`config.mk`:
```
export PLATFORM = sky130hd
export DESIGN_NAME = query_scheduler_flat
export DESIGN_NICKNAME = d
export VERILOG_FILES = /design/src/rtl/graph_pkg.sv /design/src/rtl/query_scheduler_if.sv /design/src/rtl/query_scheduler_wait_timer.sv /design/src/rtl/query_scheduler.sv /design/src/flat_wrapper.sv
export SDC_FILE = /design/constraint.sdc
export NUM_CORES = 1
export LEC_CHECK = 0
export CORE_UTILIZATION = 55
export DETAILED_ROUTE_END_ITERATION = 6
export DONT_BUFFER_PORTS = 1
export GPL_ROUTABILITY_DRIVEN = 0
export MAX_ROUTING_LAYER = met4
export PLACE_DENSITY = 0.79
export SLEW_MARGIN = 20
export SYNTH_ARGS = -nofsm -noshare
export SYNTH_HDL_FRONTEND = slang
export SYNTH_HIERARCHICAL = 1
export SYNTH_SLANG_ARGS = --single-unit
```
`constraint.sdc`:
```
create_clock -name clock -period 3.2 [get_ports clock]
set_input_delay 0.48 -clock clock [delete_from_list [all_inputs] [get_ports clock]]
set_output_delay 0.48 -clock clock [all_outputs]
set_load 0.01 [all_outputs]
```
`src/rtl/graph_pkg.sv`:
```
// ---------------------------------------------------------------------------
// graph_pkg
// Shared definitions for the query scheduler: FSM state encoding, the
// reserved result codes written in place of a path cost, and a helper that
// folds an engine outcome into the 16-bit word stored in output memory.
// ---------------------------------------------------------------------------
package graph_pkg;

   typedef enum logic [2:0] {
      S_IDLE,
      S_RD_COUNT,
      S_RD_SRC,
      S_RD_DST,
      S_START,
      S_WAIT,
      S_WR_RES,
      S_DONE
   } state_e;

   // Reserved result codes; real path costs never use these two values.
   localparam logic [15:0] RES_NO_PATH = 16'hFFFF;
   localparam logic [15:0] RES_TIMEOUT = 16'hFFFE;

   // Result word for one query. A finish always wins over a timeout seen in
   // the same cycle, so the caller passes finish=0 only when it timed out.
   function automatic logic [15:0] result_code(input logic        i_finish,
                                                input logic        i_n_exist,
                                                input logic [15:0] i_cost);
      if (!i_finish)      return RES_TIMEOUT;
      else if (i_n_exist) return RES_NO_PATH;
      else                return i_cost;
   endfunction

endpackage

```
`src/rtl/query_scheduler_if.sv`:
```
// ---------------------------------------------------------------------------
// query_scheduler_if
// Bus bundle between the scheduler and its environment.
//   InputAddress/InputRead           query-list read port (combinational read)
//   engine_start/source/dest         shortest-path engine launch
//   engine_finish/n_exist/cost       engine completion and result
//   WE2/output_memory_address/value  result write port
// master = scheduler side, slave = memories + engine side.
// ---------------------------------------------------------------------------
interface query_scheduler_if;

   logic [9:0]  InputAddress;
   logic [7:0]  InputRead;
   logic        engine_start;
   logic [7:0]  engine_source;
   logic [7:0]  engine_dest;
   logic        engine_finish;
   logic        engine_n_exist;
   logic [15:0] engine_cost;
   logic        WE2;
   logic [13:0] output_memory_address;
   logic [15:0] output_memory_value;

   modport master (
      output InputAddress,
      input  InputRead,
      output engine_start, engine_source, engine_dest,
      input  engine_finish, engine_n_exist, engine_cost,
      output WE2, output_memory_address, output_memory_value
   );

   modport slave (
      input  InputAddress,
      output InputRead,
      input  engine_start, engine_source, engine_dest,
      output engine_finish, engine_n_exist, engine_cost,
      input  WE2, output_memory_address, output_memory_value
   );

endinterface

```
`src/rtl/query_scheduler_wait_timer.sv`:
```
// ---------------------------------------------------------------------------
// wait_timer
// Counts cycles spent in WAIT for the current query.
//   clock, reset  clock / asynchronous active-low reset
//   i_run         high while the scheduler is in WAIT; low clears the count
//   o_expired     high during the TIMEOUT_CYCLES-th consecutive run cycle
// ---------------------------------------------------------------------------
module wait_timer #(
   parameter int unsigned TIMEOUT_CYCLES = 20000
) (
   input  logic clock,
   input  logic reset,
   input  logic i_run,
   output logic o_expired
);

   localparam logic [16:0] LIMIT = 17'(TIMEOUT_CYCLES);

   logic [15:0] r_count;

   always_ff @(posedge clock or negedge reset) begin
      if (!reset)                r_count <= '0;
      else if (!i_run)           r_count <= '0;
      else if (r_count != '1)    r_count <= r_count + 16'd1;
   end

   // r_count holds the number of WAIT cycles already completed, so the
   // current cycle is number r_count+1.
   assign o_expired = i_run && (({1'b0, r_count} + 17'd1) >= LIMIT);

endmodule

```
`src/rtl/query_scheduler.sv`:
```
// ---------------------------------------------------------------------------
// query_scheduler
// Reads a list of N (source, dest) queries from input memory, launches the
// shortest-path engine once per query, and writes one 16-bit result word per
// query to output memory (cost, 16'hFFFF no path, 16'hFFFE timeout).
//   clock, reset   clock / asynchronous active-low reset
//   go             start request, honoured only in IDLE or DONE
//   bus            query_scheduler_if.master (memory + engine signals)
//   busy, done     busy outside IDLE/DONE; done only in DONE
//   timeout_flag   sticky: some query of this run timed out
//   queries_done   queries completed in this run
// ---------------------------------------------------------------------------
module query_scheduler
   import graph_pkg::*;
#(
   parameter logic [9:0]  INPUT_BASE     = 10'd0,
   parameter logic [13:0] RESULT_BASE    = 14'd0,
   parameter int unsigned TIMEOUT_CYCLES = 20000
) (
   input  logic              clock,
   input  logic              reset,
   input  logic              go,
   query_scheduler_if.master bus,
   output logic              busy,
   output logic              done,
   output logic              timeout_flag,
   output logic [7:0]        queries_done
);

   state_e      r_state, w_next_state;
   logic [7:0]  r_n, r_i, r_src, r_dst, r_queries_done;
   logic [15:0] r_result;
   logic        r_timeout_flag;
   logic        w_expired;

   wait_timer #(.TIMEOUT_CYCLES(TIMEOUT_CYCLES)) u_wait_timer (
      .clock     (clock),
      .reset     (reset),
      .i_run     (r_state == S_WAIT),
      .o_expired (w_expired)
   );

   // Source/dest come straight from their latches, so they stay stable from
   // START through WAIT and read 0 after reset.
   assign bus.engine_source = r_src;
   assign bus.engine_dest   = r_dst;
   assign timeout_flag      = r_timeout_flag;
   assign queries_done      = r_queries_done;

   always_comb begin
      // NOTE: every signal gets a default first so no branch leaves one
      // unassigned, which would otherwise infer a latch.
      w_next_state              = r_state;
      bus.InputAddress          = '0;
      bus.engine_start          = 1'b0;
      bus.WE2                   = 1'b0;
      bus.output_memory_address = '0;
      bus.output_memory_value   = '0;
      busy                      = 1'b1;
      done                      = 1'b0;
      case (r_state)
         S_IDLE: begin
            busy = 1'b0;
            if (go) w_next_state = S_RD_COUNT;
         end
         S_RD_COUNT: begin
            bus.InputAddress = INPUT_BASE;
            w_next_state     = (bus.InputRead == 8'd0) ? S_DONE : S_RD_SRC;
         end
         S_RD_SRC: begin
            bus.InputAddress = INPUT_BASE + 10'd1 + {1'b0, r_i, 1'b0};
            w_next_state     = S_RD_DST;
         end
         S_RD_DST: begin
            bus.InputAddress = INPUT_BASE + 10'd2 + {1'b0, r_i, 1'b0};
            w_next_state     = S_START;
         end
         S_START: begin
            bus.engine_start = 1'b1;
            w_next_state     = S_WAIT;
         end
         S_WAIT: begin
            if (bus.engine_finish || w_expired) w_next_state = S_WR_RES;
         end
         S_WR_RES: begin
            bus.WE2                   = 1'b1;
            bus.output_memory_address = RESULT_BASE + {6'd0, r_i};
            bus.output_memory_value   = r_result;
            w_next_state              = (r_i == r_n - 8'd1) ? S_DONE : S_RD_SRC;
         end
         S_DONE: begin
            busy = 1'b0;
            done = 1'b1;
            if (go) w_next_state = S_RD_COUNT;
         end
         default: w_next_state = S_IDLE;
      endcase
   end

   always_ff @(posedge clock or negedge reset) begin
      if (!reset) begin
         r_state        <= S_IDLE;
         r_n            <= '0;
         r_i            <= '0;
         r_src          <= '0;
         r_dst          <= '0;
         r_result       <= '0;
         r_queries_done <= '0;
         r_timeout_flag <= 1'b0;
      end else begin
         // NOTE: non-blocking assignments so every register updates from the
         // values present before the edge, independent of statement order.
         r_state <= w_next_state;
         case (r_state)
            S_IDLE, S_DONE: begin
               if (go) begin
                  r_i            <= '0;
                  r_queries_done <= '0;
                  r_timeout_flag <= 1'b0;
               end
            end
            S_RD_COUNT: r_n   <= bus.InputRead;
            S_RD_SRC:   r_src <= bus.InputRead;
            S_RD_DST:   r_dst <= bus.InputRead;
            S_WAIT: begin
               if (bus.engine_finish || w_expired)
                  r_result <= result_code(bus.engine_finish, bus.engine_n_exist,
                                          bus.engine_cost);
               if (!bus.engine_finish && w_expired)
                  r_timeout_flag <= 1'b1;
            end
            S_WR_RES: begin
               r_i            <= r_i + 8'd1;
               r_queries_done <= r_queries_done + 8'd1;
            end
            default: ;
         endcase
      end
   end

endmodule

```
`src/flat_wrapper.sv`:
```
// flat-port wrapper written by rule: the top's interface ports become plain ports
module query_scheduler_flat import graph_pkg::*;
#(
   parameter logic [9:0]  INPUT_BASE     = 10'd0,
   parameter logic [13:0] RESULT_BASE    = 14'd0,
   parameter int unsigned TIMEOUT_CYCLES = 20000
)
  (clock, reset, go, busy, done, timeout_flag, queries_done, bus_InputAddress, bus_InputRead, bus_engine_start, bus_engine_source, bus_engine_dest, bus_engine_finish, bus_engine_n_exist, bus_engine_cost, bus_WE2, bus_output_memory_address, bus_output_memory_value);
  query_scheduler_if bus_i ();
  input  logic clock;
  input  logic reset;
  input  logic go;
  output logic busy;
  output logic done;
  output logic timeout_flag;
  output logic [7:0] queries_done;
  output wire logic [$bits(bus_i.InputAddress)-1:0] bus_InputAddress;
  input wire logic [$bits(bus_i.InputRead)-1:0] bus_InputRead;
  output wire logic [$bits(bus_i.engine_start)-1:0] bus_engine_start;
  output wire logic [$bits(bus_i.engine_source)-1:0] bus_engine_source;
  output wire logic [$bits(bus_i.engine_dest)-1:0] bus_engine_dest;
  input wire logic [$bits(bus_i.engine_finish)-1:0] bus_engine_finish;
  input wire logic [$bits(bus_i.engine_n_exist)-1:0] bus_engine_n_exist;
  input wire logic [$bits(bus_i.engine_cost)-1:0] bus_engine_cost;
  output wire logic [$bits(bus_i.WE2)-1:0] bus_WE2;
  output wire logic [$bits(bus_i.output_memory_address)-1:0] bus_output_memory_address;
  output wire logic [$bits(bus_i.output_memory_value)-1:0] bus_output_memory_value;
  assign bus_InputAddress = bus_i.InputAddress;
  assign bus_i.InputRead = bus_InputRead;
  assign bus_engine_start = bus_i.engine_start;
  assign bus_engine_source = bus_i.engine_source;
  assign bus_engine_dest = bus_i.engine_dest;
  assign bus_i.engine_finish = bus_engine_finish;
  assign bus_i.engine_n_exist = bus_engine_n_exist;
  assign bus_i.engine_cost = bus_engine_cost;
  assign bus_WE2 = bus_i.WE2;
  assign bus_output_memory_address = bus_i.output_memory_address;
  assign bus_output_memory_value = bus_i.output_memory_value;
  query_scheduler #(.INPUT_BASE(INPUT_BASE), .RESULT_BASE(RESULT_BASE), .TIMEOUT_CYCLES(TIMEOUT_CYCLES)) u_core (.clock(clock), .reset(reset), .go(go), .bus(bus_i), .busy(busy), .done(done), .timeout_flag(timeout_flag), .queries_done(queries_done));
endmodule
```
# == After elaboration in Yosys (flattened, before gate mapping) ==
# Cells that the tools add are included.
# word_totals
reg_bits,76
latch_bits,0
mem_bits_rw,0
rom_bits,0
inputBits,29
word_cells,65
n_memories,0
# classes
n_addsub,7
multipliers,0
div,0
order_cmp,1
n_eq_ne,13
shift,0
mux,22
bitwise_logic,0
reduce_logical,13
# ops
operator,count
16-bit two-way mux,5
8-bit one-hot mux with 2 select lines,2
3-bit one-hot mux with 7 select lines,1
10-bit one-hot mux with 2 select lines,1
16-bit by 1-bit adder with 17-bit output (second input constant),1
17-bit by 15-bit greater-or-equal comparator with 1-bit output (second input constant),1
16-bit by 1-bit adder with 16-bit output (second input constant),1
8-bit by 1-bit adder with 8-bit output (second input constant),2
8-bit two-way mux,2
16-bit inequality test (second input constant),1
3-bit equality test (second input constant),4
3-bit two-way mux,4
1-bit by 9-bit adder with 10-bit output (first input constant),1
2-bit by 9-bit adder with 10-bit output (first input constant),1
8-bit equality test,1
8-bit zero test,1
2-bit by 1-bit inequality test with 1-bit output (second input constant),4
8-bit by 1-bit subtractor with 8-bit output (second input constant),1
3-bit by 2-bit equality test with 1-bit output (second input constant),2
1-bit two-way mux,6
2-bit AND reduction,3
2-bit nonzero test,2
3-bit by 1-bit equality test with 1-bit output (second input constant),1
3-bit zero test,1
6 further kinds,7

# == Logic depth before layout (Yosys ltp) ==
# depth
word_depth,6
ltp_mapped,10
mapped_depth_nobuf,10

# == Hierarchy ==
# The synthesis kept the hierarchy.
# modules_own_cells
mod,n_inst,cells_each,area_per_inst_um2
query_scheduler,1,387,3311.9
wait_timer,1,96,913.4

# == Worst setup path after synthesis ==
# Ideal clock, no wire load.
# synth_timing
kind,register to register
startpoint,register u_core.u_wait_timer.r_count[0]
endpoint,register u_core.r_result[12]
setup_time_ns,0.135
t_arrival_ns,2.466
slack_ns,0.599
path_stages_with_launch,9
synth_period_minus_slack_ns,2.601
cell_sequence,dfrtp_1 ha_1 or4b_4 a2111oi_2 nor4_1 o221a_1 o21ai_0 clkbuf_1 o21ai_0
# synth_via
elab_chain_cells,5
# synth_lines
item,line_no,rtl
"start, declared",query_scheduler_wait_timer.sv:19,logic [15:0] r_count;
"start signal, assigned",query_scheduler_wait_timer.sv:24,else if (r_count != '1) r_count <= r_count + 16'd1;
16-bit by 1-bit adder with 17-bit output,query_scheduler_wait_timer.sv:29,"assign o_expired = i_run && (({1'b0, r_count} + 17'd1) >= LIMIT);"
17-bit by 15-bit greater-or-equal comparator with 1-bit output,query_scheduler_wait_timer.sv:29,
1-bit logical AND,query_scheduler_wait_timer.sv:29,
net u_core.w_expired,query_scheduler.sv:34,logic w_expired;
1-bit logical OR,query_scheduler.sv:126,if (bus.engine_finish || w_expired)
2-bit AND reduction (no source line),--,
"end signal, assigned",query_scheduler.sv:127,"r_result <= result_code(bus.engine_finish, bus.engine_n_exist,"
"end, declared",query_scheduler.sv:32,logic [15:0] r_result;
# The timed path passes the listed nets, and every way through them passes these cells.
# A chain may end at the register's enable or synchronous reset.

# == Final worst setup path ==
# layout_timing
startpoint,register u_core.u_wait_timer.r_count[0]
endpoint,register u_core.r_result[13]
# Same word-level chain as after synthesis.

==> results_dict.tcl <==
set metrics [dict create \
    cts_tree "done" \
    grt_overflow 0 \
    worstMarginPinSlew_ps 851 \
    synth.yosys.warnings 6 \
    fin_worst_hold_slack_ps -3.46 \
    syn2layout_area_growth_pct 5.92 \
    power.net_switching_mw 1.54 \
    timing.max_cap.violations 0 \
    clock_sinks 76 \
    number_of_nets_at_the_end_of_the_flow 509 \
    row_count 31 \
    setup_violations 0 \
    route.detailed.wl_per_inst_um 17.1 \
    grt_pass1_wl_um 15100 \
    vias_per_cell 6.02 \
    nFillCells 614 \
    critical_path_fanouts_max 31 \
    syn_inst 483 \
    htree_num_levels 3 \
    syn_area_per_cell_sq_um 8.75 \
    die_area_sq_um 8040 \
    port_buffers 0 \
    place_ws_ps 570 \
    clk_root_buffer_cell "clkbuf_8" \
    insertion_delay_ps 360 \
    via_count_of_the_first_global_routing_pass 3176 \
    route.vias.total 3465 \
    worst-endpoint-arrival_ps 2840 \
    design.core.area_sq_um 7330 \
    dp_hpwl_um 6660 \
    shortest_period_the_worst_path_allows_ps 2620 \
    data_required_time_of_the_critical_path_ps 3420 \
    rsz0062_at_grt "false" \
    yosysTopAreaCell "dfrtp_1" \
    grt_antenna_before_repair 0 \
    timing_hold_violations_final 6 \
    routed_wirelength_um 9820 \
    netlist_area_sq_um 4230 \
    drt.antenna.violating_nets 0 \
    min_path_type "input port to async pin" \
    fmax_achieved_ghz 0.382 \
    tritoncts_buffer_count 9 \
    yosys.cell_types.count 53 \
    gr-usage-all-layers 0.257 \
    chipWidth_um 89.7 \
    detail_route.iter0.violations 218 \
    clock_power_share 0.193 \
    clock_tree.buffer_depth 2 \
    power.ir.vdd_worst_v 0.000494 \
    end_kind "flop" \
    synth-edff-count 0 \
    synth-seq-area-share 0.450 \
    failed_checks "negative hold slack" \
    relSlewSlack 0.433 \
    cell_int_power_mw 2.06 \
    multiInputGateArea_sq_um 2150 \
    layout_cell_share_with_drive_strength_beyond_1 0.0922 \
    combPwrFrac 0.362 \
    startpoint_type "flop" \
    cts_resized 0 \
    fin_crit_sh 0.818 \
    pwr-share-seq 0.445 \
    post_synth_main_area_contributors "dfrtp_1 45%, nand2_1 8.2%, o21ai_0 4.7%" \
    antennaDiodeCount 0 \
    die_y_um 89.7 \
    slew_viol_final 0 \
    cts_clock_pin_slew_for_the_worst_setup_and_hold_paths_ps 100 \
    route.detailed.drc 0 \
    number_of_top_level_pins 98 \
    area.sequential_sq_um 1900 \
    drt_pass_1_iters 4 \
    power.leakage_nw 2.08 \
    finalClockSkew_ps 13.9 \
    starting_density_of_the_core 0.576 \
    async_flop_share 1.00 \
    reg2reg_slack_ps 580 \
    yosys.area.top_type_share 0.450 \
    synth_top_flop_cell "dfrtp_1" \
    grt_start_max_net_pins 77 \
    worst-setup-path-type "flop to flop" \
    fin_tns_setup_ps 0 \
    finalWorstSetupSlack_ps 583 \
    p_per_area_nw_per_um2 806 \
    ys_ff_latch 76 \
    switching_share 0.428 \
    status "complete, but fails checks" \
]
==> cell usage in the layout (no fill, tap or decap), types with 6 or more instances in the layout <==
master    instances
nand2_1          92
dfrtp_1          76
o21ai_0          39
nor2_1           39
and3_1           29
a21oi_1          18
xnor2_1          14
nand3_1          12
inv_1            11
xor2_1           11
mux2_2           10
clkbuf_8          9
a22o_1            8
nand4_1           8
ha_1              8
nor4_1            7
buf_4             6
nand2b_1          6
nor3_1            6
conb_1            6
==> flip-flops by register name (all words and copies together) (netlist names) <==
| register | cells |
|---|---|
| u_core/r_n | 8 |
| u_core/r_i | 8 |
| u_core/bus.engine_dest | 8 |
| u_core/r_result | 16 |
| u_core/queries_done | 8 |
| u_core/r_state | 3 |
| u_core/u_wait_timer/r_count | 16 |
| u_core/bus.engine_source | 8 |
| u_core/timeout_flag | 1 |
==> final cells by class <==
cell class,count,area share
Tap cell,99,0.0277
Sequential cell,76,0.425
Timing Repair Buffer,7,0.0162
Multi-Input combinational cell,367,0.481
Clock inverter,7,0.0131
Clock buffer,9,0.0277
Inverter,11,0.00923
==> final timing paths <==
kind | startpoint | cells after the start | end
worst min register to register | u_core/r_result[3] | 2 | u_core/r_result[3]
worst max-delay path | u_core/u_wait_timer/r_count[0] | 8 | u_core/r_result[13]
min in group clock | bus_InputRead[1] | 2 | u_core/bus.engine_source[1]
worst max register to register | u_core/u_wait_timer/r_count[0] | 8 | u_core/r_result[13]
max in group asynchronous | reset | 1 | u_core/r_result[0]
worst min-delay path | reset | 1 | u_core/r_i[1]
==> cell usage after synthesis (4+ instances only) <==
library cell,instances
nor2_1,39
mux2_2,10
a22o_1,8
nand3_1,12
dfrtp_1,76
nand2b_1,6
nor4_1,7
xor2_1,11
buf_4,6
and2_1,4
ha_1,8
inv_1,11
clkbuf_1,27
and3_1,29
a21oi_1,18
o21ai_0,40
xnor2_1,14
nand2_1,92
nand4_1,8
o21ai_1,4
nor3_1,6
nor2b_1,5
==> per-stage QoR <==
stage / std cells / area (sq um) / power (mW) / hold slack (ps) / utilization
2_1_floorplan: 488 / 4240 / 2.56 / 184 / -
3_3_place_gp: 559 / 4270 / 2.80 / 189 / 0.582
3_5_place_dp: 559 / 4270 / 2.89 / 188 / 0.582
4_1_cts: 576 / 4480 / 3.61 / 7.41 / 0.611
5_1_grt: 576 / 4480 / 3.85 / 25.9 / 0.611
6_report: 576 / 4480 / 3.61 / -3.46 / 0.611
==> metal layers <==
metal  global-route usage  vias up  routed length [um]
met1                0.338     1646                4260
met5                    -        -                   0
met3               0.0667       19                 920
li1                     -     1638                   -
met2                0.372      162                4420
met4                0.117        0                 222
==> critical path, stage by stage, from the launching register on <==
cell	delay (ps)
dfrtp_1	440
ha_1	280
or4b_4	550
a2111oi_2	300
nor4_1	90
o221a_1	270
o21ai_2	120
buf_4	280
o21ai_0	150
==> repair_timing <==
item | in CTS | in global routing
endpoints found under the setup margin | 0 | 0
hold endpoints to repair | 76 | 0
setup buffers | 0 | 0
hold buffers | 1 | 0
==> power groups by stage <==
stage          registers, mW  logic [mW]  clock network [mW]
6_report                1.61        1.30               0.696
5_1_grt                 1.65        1.46               0.743
4_1_cts                 1.60        1.30               0.711
3_5_place_dp            1.61        1.28                   0
3_3_place_gp            1.60        1.20                   0
2_1_floorplan           1.52        1.04                   0
==> cells by family (layout without fill, tap and decap cells) <==
| group | Yosys count | count (layout) | synth area share |
|---|---|---|---|
| buf+inv | 45 | 34 | 0.0456 |
| flops | 76 | 76 | 0.450 |
| compound gates | 90 | 90 | 0.133 |
| simple gates | 225 | 225 | 0.261 |
| mux | 13 | 13 | 0.0338 |
| fa+ha+maj | 8 | 8 | 0.0237 |
| other cells | 1 | 6 | 0.000888 |
| xor+xnor | 25 | 25 | 0.0518 |
Power figures use the tool's default switching activity.
